File: src/rtl/posit_encoder.sv
// rtl/posit_encoder.sv - serial posit packer: regime/exponent/fraction stream, RNE rounding, sign.
module posit_encoder #(
  parameter int N  = 8,
  parameter int ES = 0,
  parameter int S  = $clog2(N)
) (
  input  logic                        clk,
  input  logic                        rst_n,
  input  logic                        in_valid,
  output logic                        in_ready,
  input  logic                        in_is_zero,
  input  logic                        in_is_inf,
  input  logic                        in_sign,
  input  logic [N-1:0]                in_k,
  input  logic [((ES>0)?ES:1)-1:0]    in_exp,
  input  logic [N-1:0]                in_mant,
  output logic                        out_valid,
  input  logic                        out_ready,
  output logic [N-1:0]                out_posit,
  output logic                        out_inexact
);

  localparam int PW = ES + N;
  localparam logic signed [N-1:0] K_MAX = N'(N - 2);
  localparam logic signed [N-1:0] K_MIN = N'(2 - N);

  typedef enum logic [1:0] {IDLE, SHIFT, ROUND, DONE} state_t;

  state_t state, state_nxt;

  logic           sign_q;
  logic           run_bit;
  logic [N-1:0]   run_left;
  logic           term_done;
  logic [PW-1:0]  payload;
  logic [N-1:0]   shreg;
  logic [S-1:0]   cnt;

  // Exponent and fraction travel together as one payload after the regime.
  logic [PW-1:0]  load_payload;
  if (ES > 0) begin : g_exp
    assign load_payload = {in_exp, in_mant};
  end else begin : g_noexp
    logic unused_exp;
    assign unused_exp   = ^in_exp;
    assign load_payload = in_mant;
  end

  logic signed [N-1:0] k_in, k_clamped;
  logic                k_neg;
  logic [N-1:0]        load_run;

  assign k_in = in_k;

  always_comb begin
    k_clamped = k_in;
    if (k_in > K_MAX)
      k_clamped = K_MAX;
    else if (k_in < K_MIN)
      k_clamped = K_MIN;
  end

  // k>=0 emits k+1 ones; k<0 emits -k zeros; the terminator follows either run.
  assign k_neg    = k_clamped[N-1];
  assign load_run = k_neg ? ('0 - $unsigned(k_clamped))
                          : ($unsigned(k_clamped) + N'(1));

  logic stream_bit;
  always_comb begin
    stream_bit = payload[PW-1];
    if (run_left != '0)
      stream_bit = run_bit;
    else if (!term_done)
      stream_bit = ~run_bit;
  end

  logic [N-2:0] body, body_rnd;
  logic         guard, sticky, round_up;
  logic [N-1:0] sum, mag, posit_rnd;

  always_comb begin
    body     = shreg[N-1:1];
    guard    = shreg[0];
    sticky   = |payload;
    round_up = guard & (body[0] | sticky);
    sum      = {1'b0, body} + {{(N-1){1'b0}}, round_up};
    // Carry out of the body would reach the sign position: pin to maxpos.
    body_rnd  = sum[N-1] ? '1 : sum[N-2:0];
    mag       = {1'b0, body_rnd};
    posit_rnd = sign_q ? (~mag + N'(1)) : mag;
  end

  always_ff @(posedge clk or negedge rst_n) begin
    if (!rst_n)
      state <= IDLE;
    else
      state <= state_nxt;
  end

  always_comb begin
    state_nxt = state;
    in_ready  = 1'b0;
    out_valid = 1'b0;
    case (state)
      IDLE: begin
        in_ready = 1'b1;
        if (in_valid)
          state_nxt = (in_is_inf || in_is_zero) ? DONE : SHIFT;
      end
      SHIFT: begin
        if (cnt == S'(N - 1))
          state_nxt = ROUND;
      end
      ROUND: state_nxt = DONE;
      DONE: begin
        out_valid = 1'b1;
        if (out_ready)
          state_nxt = IDLE;
      end
      default: state_nxt = IDLE;
    endcase
  end

  always_ff @(posedge clk or negedge rst_n) begin
    if (!rst_n) begin
      sign_q      <= 1'b0;
      run_bit     <= 1'b0;
      run_left    <= '0;
      term_done   <= 1'b0;
      payload     <= '0;
      shreg       <= '0;
      cnt         <= '0;
      out_posit   <= '0;
      out_inexact <= 1'b0;
    end else begin
      case (state)
        IDLE: begin
          if (in_valid) begin
            sign_q      <= in_sign;
            out_inexact <= 1'b0;
            if (in_is_inf) begin
              out_posit <= {1'b1, {(N-1){1'b0}}};
            end else if (in_is_zero) begin
              out_posit <= '0;
            end else begin
              run_bit   <= ~k_neg;
              run_left  <= load_run;
              term_done <= 1'b0;
              payload   <= load_payload;
              shreg     <= '0;
              cnt       <= '0;
            end
          end
        end
        SHIFT: begin
          shreg <= {shreg[N-2:0], stream_bit};
          cnt   <= cnt + S'(1);
          if (run_left != '0)
            run_left <= run_left - N'(1);
          else if (!term_done)
            term_done <= 1'b1;
          else
            payload <= {payload[PW-2:0], 1'b0};
        end
        ROUND: begin
          out_posit   <= posit_rnd;
          out_inexact <= guard | sticky;
        end
        default: ;
      endcase
    end
  end

endmodule

File: config.mk
export PLATFORM = sky130hd
export DESIGN_NAME = posit_encoder
export DESIGN_NICKNAME = d
export VERILOG_FILES = /design/src/rtl/posit_encoder.sv
export SDC_FILE = /design/constraint.sdc
export NUM_CORES = 1
export LEC_CHECK = 0
export BUFFER_PORTS_ARGS = -buffer_cell sky130_fd_sc_hd__buf_2
export CAP_MARGIN = 30
export CORE_MARGIN = 2
export CORE_UTILIZATION = 30
export DETAILED_ROUTE_END_ITERATION = 10
export RECOVER_POWER = 100
export SLEW_MARGIN = 40
export SYNTH_ARGS = -nofsm -noshare
export SYNTH_HDL_FRONTEND = slang
export SYNTH_SLANG_ARGS = --single-unit
File: constraint.sdc
create_clock -name clk -period 5 [get_ports clk]
set_input_delay 0.5 -clock clk [delete_from_list [all_inputs] [get_ports clk]]
set_output_delay 0.5 -clock clk [all_outputs]
set_load 0.01 [all_outputs]
==> results of run 1 <==
-- power by group through the flow --
stage                     combinational (uW)  sequential (uW)  clock, uW
after floorplan                          731              575          0
after global placement                   871              609          0
after detailed placement                 892              615          0
after CTS                                906              609        327
after global routing                     988              634        340
final                                    868              610        322
-- layout make-up --
class,count,area share (%)
clock buffers,5,2.20
inverters,17,2.04
flip-flops and latches,41,32.8
well taps,111,4.44
multi-input cells,248,51.7
clock inverters,3,2.08
repair buffers,33,4.80
-- cell usage after synthesis, drive strengths merged, types with 3 or more instances --
cell type / n / area share (%)
a211o: 3 / 0.93
a21o: 4 / 1.1
a21oi: 26 / 4.7
a22o: 10 / 3.1
a31oi: 5 / 1.1
and2: 4 / 0.89
buf: 10 / 2.4
clkbuf: 8 / 1.1
dfrtp: 41 / 36
ha: 11 / 4.9
inv: 17 / 2.3
mux2: 4 / 1.6
mux2i: 7 / 2.5
nand2: 27 / 3.6
nand2b: 5 / 1.1
nand3: 9 / 1.6
nand4: 3 / 0.66
nor2: 37 / 5.2
nor2b: 5 / 1.1
nor3: 4 / 0.71
nor4: 5 / 1.6
o211ai: 3 / 0.80
o21ai: 20 / 3.5
o22ai: 5 / 1.1
or3: 4 / 0.89
or4b: 3 / 1.2
xnor2: 7 / 2.2
-- worst register-to-register path: cells and delay by family, from the launching register on --
kind,cells,cell delay (ps)
compound gates,3,1620
fa+ha+maj,1,680
buf+inv,2,490
flops,1,430
-- cells by family after synthesis --
family,Yosys count
AO/OA/AOI/OAI,104
XOR/XNOR,8
adder cells (fa/ha/maj),11
buffers and inverters,35
flip-flops,41
multiplexers,11
AND/OR/NAND/NOR,114
-- registers in the layout, summed over array words and instances (netlist names) --
signal	count
run_bit	1
cnt	3
term_done	1
shreg	8
out_inexact	1
out_posit	8
run_left	8
state	2
sign_q	1
payload	8
-- routing by layer --
| metal | track usage [%] | vias to the layer above | routed length [microns] |
|---|---|---|---|
| li1 | - | 1239 | - |
| met1 | 18.5 | 1216 | 3130 |
| met2 | 21.0 | 35 | 3100 |
| met3 | 2.57 | 6 | 213 |
| met4 | 4.05 | 0 | 67 |
| met5 | 0 | - | 0 |
-- path summary, 6_finish.rpt --
path / startpoint / to / slack [ps]
max: state[1] / run_left[7] / 1700
min: in_mant[0] / payload[0] / 410
max reg2reg: state[1] / run_left[7] / 1700
min reg2reg: out_posit[1] / out_posit[1] / 480
max in group asynchronous: rst_n / out_inexact / 2960
min in group asynchronous: rst_n / run_left[1] / 810
-- stage by stage --
stage | power [uW] | std cells | util (%) | area (sq um) | setup WS [ps]
4_1_cts | 1840 | 458 | 34.4 | 3170 | 2070
5_1_grt | 1960 | 458 | 34.0 | 3130 | 1300
3_3_place_gp | 1480 | 450 | 33.0 | 3030 | 2160
6_report | 1800 | 458 | 34.0 | 3130 | 1700
3_5_place_dp | 1510 | 450 | 33.0 | 3030 | 2080
2_1_floorplan | 1310 | 324 | - | 2830 | 2640
==> results.py, run 1 <==
metrics = {
    "outcome": {
        "status": "finished, violations left",
        "violations": "max-capacitance violations, max-slew violations",
    },
    "setup_path": {
        "cp_max_fo": 15,
        "cp.depth": 6,
        "crit_path_end_kind": "flip-flop",
        "worst-path-buf-inv": 2,
        "slowest_stage": "o32ai_1",
        "crit_top_cell": "inv_1",
        "cp_cell_sequence": "inv_1 -> ha_1 -> inv_1 -> o32ai_1 -> o21ai_0 -> a221oi_2",
        "cpPeakStageDelay_ps": 1080,
        "rr_worst_depth": 6,
        "crit_arrival_ps": 3500,
        "cp.required_ps": 5210,
        "start_kind": "flip-flop",
        "path_class": "flip-flop to flip-flop",
        "cp_top_family": "compound AO/OA/AOI/OAI gates",
    },
    "clock_tree": {
        "clk_latency_ps": 300,
        "cts_buffer_depth": 2,
        "post_cts_buffers": 0,
        "clock-sinks": 41,
        "path_clk_slew_ps": 90,
        "htree_levels": 2,
        "cts_hold_buf": 0,
        "cts_tree": "done",
        "post_cts_resized": 0,
        "clockRootBuffer": "clkbuf_8",
        "cts_made_buffers": 5,
    },
    "timing": {
        "rsz0062_at_grt": "no",
        "finalSetupViolCount": 0,
        "final.period_utilization_pct": 66.0,
        "skew_ps": 13.0,
        "holdWs_ps": 411,
        "slew_headroom_pct": -42.3,
        "worst_pin_slew_ps": 2130,
        "min_period_ps": 3300,
        "fmax_mhz": 303,
        "slew_viol_final": 42,
        "fin_setup_tns_ps": 0,
        "hold_viol_final": 0,
    },
    "yosys": {
        "synth_area_sq_um": 2830,
        "ys_warn_count": 0,
        "synthXorXnorAreaFrac_pct": 2.48,
        "ys_types": 64,
        "synth.avg_cell_area_sq_um": 8.72,
        "synth-seq-cells": 41,
        "synth_fa_ha_area_share_pct": 4.87,
        "synthFlopType": "dfrtp_1",
        "synth-compound-area-share_pct": 25.8,
        "synth_mux_area_share_pct": 4.07,
        "synthArstFlopShare_pct": 100,
        "syn-num-nets": 359,
        "postSynthCellCount": 324,
        "synth-simple-area-share_pct": 20.7,
        "synth_top_family_by_area": "compound AO/OA/AOI/OAI gates",
        "synth_edf_count": 0,
        "synth_seq_area_share_pct": 36.3,
    },
    "power_and_ir_drop": {
        "p_sw_uw": 768,
        "sequentialPowerShare_pct": 33.9,
        "p_leak_uw": 0.00134,
        "switching_share_pct": 42.7,
        "p_int_uw": 1030,
        "vdd_drop_max_mv": 0.174,
        "p_clk_share_pct": 17.9,
        "pwr-share-comb_pct": 48.2,
        "powerDensity_nw_per_um2": 575,
    },
    "floorplan": {
        "die_y_microns": 101,
        "core.rowCount": 35,
        "coreArea_sq_um": 9200,
        "pin_count": 35,
        "die_width_microns": 101,
        "start_util_pct": 30.7,
        "die-area_sq_um": 10200,
    },
    "min_path": {
        "hold_depth": 3,
        "min_path_type": "input pin to flip-flop",
    },
    "detailed_routing": {
        "drc": 0,
        "drt_iter0_drc": 170,
        "route.final.wire_length_microns": 6510,
        "vias": 2496,
        "wl_per_cell_microns": 14.2,
        "ant_nets": 0,
        "drtPass1Iterations": 4,
        "avgViaCountPerCell": 5.45,
    },
    "final_layout": {
        "final_common_cell": "dfrtp_1",
        "fill_cells": 971,
        "nets": 381,
        "seq_area_sq_um": 1030,
        "multi_input_area_sq_um": 1620,
        "area_growth_pct": 10.8,
        "num_antenna_cells": 0,
        "drive_gt1_share_pct": 12.1,
        "mostFrequentLayoutCells": "41 x dfrtp_1, 37 x nor2_1, 27 x nand2_1",
    },
    "global_routing": {
        "grt-ovfl-total": 0,
        "grtUsageTotal_pct": 13.3,
        "antenna_found_initial": 0,
        "grt_pass1_wl_microns": 11100,
        "first_global_vias": 2331,
        "grt_max_degree": 42,
    },
    "placement": {
        "portBuffers": 33,
        "place_hpwl_microns": 4710,
        "gp_congestion": 0.860,
    },
    "run": {
        "cap_violations": 1,
    },
}
(Power assumes the default switching activity.)
==> run 2: changes to the inputs <==
clock period = 3.2 ns   (was 5 ns; I/O delays follow)
==> results.py, run 2 (synthesized netlist as in run 1, its figures left out) <==
metrics = {
    "outcome": {
        "status": "finished, violations left",
        "violations": "max-capacitance violations, max-slew violations",
    },
    "clock_tree": {
        "path_clk_slew_ps": 80,
        "cts_hold_buf": 0,
        "cts_tree": "done",
        "htree_levels": 2,
        "cts_buffer_depth": 2,
        "clock-sinks": 41,
        "clk_latency_ps": 300,
        "post_cts_buffers": 0,
        "clockRootBuffer": "clkbuf_8",
        "cts_made_buffers": 5,
        "post_cts_resized": 0,
    },
    "timing": {
        "fmax_mhz": 386,
        "finalWorstSetupSlack_ps": 612,
        "worst_pin_slew_ps": 2230,
        "finalSetupViolCount": 0,
        "fin_setup_tns_ps": 0,
        "rsz0062_at_grt": "no",
        "slew_headroom_pct": -48.5,
        "slew_viol_final": 42,
        "min_period_ps": 2590,
        "hold_viol_final": 0,
        "holdWs_ps": 230,
        "skew_ps": 3.94,
        "final.period_utilization_pct": 80.9,
    },
    "setup_path": {
        "crit_arrival_ps": 2770,
        "cpPeakStageDelay_ps": 570,
        "rr_worst_depth": 8,
        "slowest_stage": "a2111oi_0",
        "path_class": "flip-flop to flip-flop",
        "cp_cell_sequence": "nor4_1 -> a211o_1 -> and2_0 -> ha_1 -> nand2_1 -> a2111oi_0 -> nor4_1 -> nand3b_1",
        "crit_path_end_kind": "flip-flop",
        "r2r_start": "payload[0]",
        "crit_top_cell": "nor4_1",
        "start_kind": "flip-flop",
        "r2r_slack_ps": 610,
        "cp_max_fo": 3,
        "r2r-end": "out_posit[6]",
        "cp.required_ps": 3390,
    },
    "global_routing": {
        "first_global_vias": 2320,
        "antenna_found_initial": 0,
        "grtUsageTotal_pct": 13.5,
        "grt_max_degree": 42,
        "grt_pass1_wl_microns": 11200,
        "grt-ovfl-total": 0,
    },
    "placement": {
        "preCtsSetupSlack_ps": 595,
        "dpl_cell_area_sq_um": 3060,
        "place_hpwl_microns": 4670,
        "gp_congestion": 0.856,
        "portBuffers": 33,
        "dp.cells": 453,
    },
    "power_and_ir_drop": {
        "p_leak_uw": 0.00135,
        "powerDensity_nw_per_um2": 894,
        "vdd_drop_max_mv": 0.275,
    },
    "floorplan": {
        "coreArea_sq_um": 9200,
        "die_y_microns": 101,
        "die-area_sq_um": 10200,
        "pin_count": 35,
        "start_util_pct": 30.7,
        "die_width_microns": 101,
        "core.rowCount": 35,
    },
    "min_path": {
        "hold_depth": 3,
        "hp-start": "in_mant[0]",
        "whs_endpoint": "payload[0]",
        "min_path_type": "input pin to flip-flop",
    },
    "final_layout": {
        "final_cells": 461,
        "mostFrequentLayoutCells": "41 x dfrtp_1, 36 x nor2_1, 27 x nand2_1",
        "area_growth_pct": 11.8,
        "nets": 384,
        "final_common_cell": "dfrtp_1",
        "num_antenna_cells": 0,
        "final_area_sq_um": 3160,
        "drive_gt1_share_pct": 12.9,
    },
    "detailed_routing": {
        "vias": 2487,
        "ant_nets": 0,
        "drt_iter0_drc": 192,
        "route.final.wire_length_microns": 6430,
        "drtPass1Iterations": 4,
        "wl_per_cell_microns": 13.9,
        "avgViaCountPerCell": 5.39,
        "drc": 0,
    },
    "run": {
        "cap_violations": 1,
    },
}
run 2: changes by cell type in the layout (fill, tap and decap cells not counted), sizes merged:
| cell | previous run | this run |
|---|---|---|
| clkbuf | 17 | 19 |
| buf | 21 | 22 |
run 2: worst max-delay path by stage:
stage,from,endpoint,slack [ps],depth (start not counted)
global placement,in_k[3],run_left[6],620,10
detailed placement,in_k[3],run_left[6],600,10
CTS,payload[0],out_posit[6],790,8
global route,payload[0],out_posit[6],380,8
finish,payload[0],out_posit[6],610,8
floorplan,in_k[5],run_left[6],1020,8
run 2: layer usage:
metal  up-vias  part of all wire [%]  global-route usage, %
li1       1235                     -                      -
met1      1209                    51                   20.0
met2        34                    44                   19.6
met3         9                   2.9                   2.43
met4         0                   1.6                   4.99
met5         -                     0                      0
run 2: report_power, final:
group          internal, uW  switching, uW  leakage (uW)
sequential              739            207      0.000504
clock                   310            191     0.0000681
combinational           575            801      0.000774
run 2: worst max-delay path, delay by kind of cell, from the launching register on:
family          cells  cell delay, ps
fa+ha+maj           1             170
flops               1             400
compound gates      2             840
simple gates        5            1060
run 2: through the flow:
stage	total power, uW	utilization [%]
4_1_cts	2890	34.7
3_3_place_gp	2340	33.2
2_1_floorplan	2040	-
5_1_grt	3100	34.4
3_5_place_dp	2380	33.2
6_report	2820	34.4
run 2: cell type report:
type | instances | area (sq um)
clock inverters | 3 | 65.1
flip-flops and latches | 41 | 1030
multi-input cells | 248 | 1630
fillers | 957 | 6040
repair buffers | 36 | 165
inverters | 17 | 63.8
well taps | 111 | 139
clock buffers | 5 | 68.8
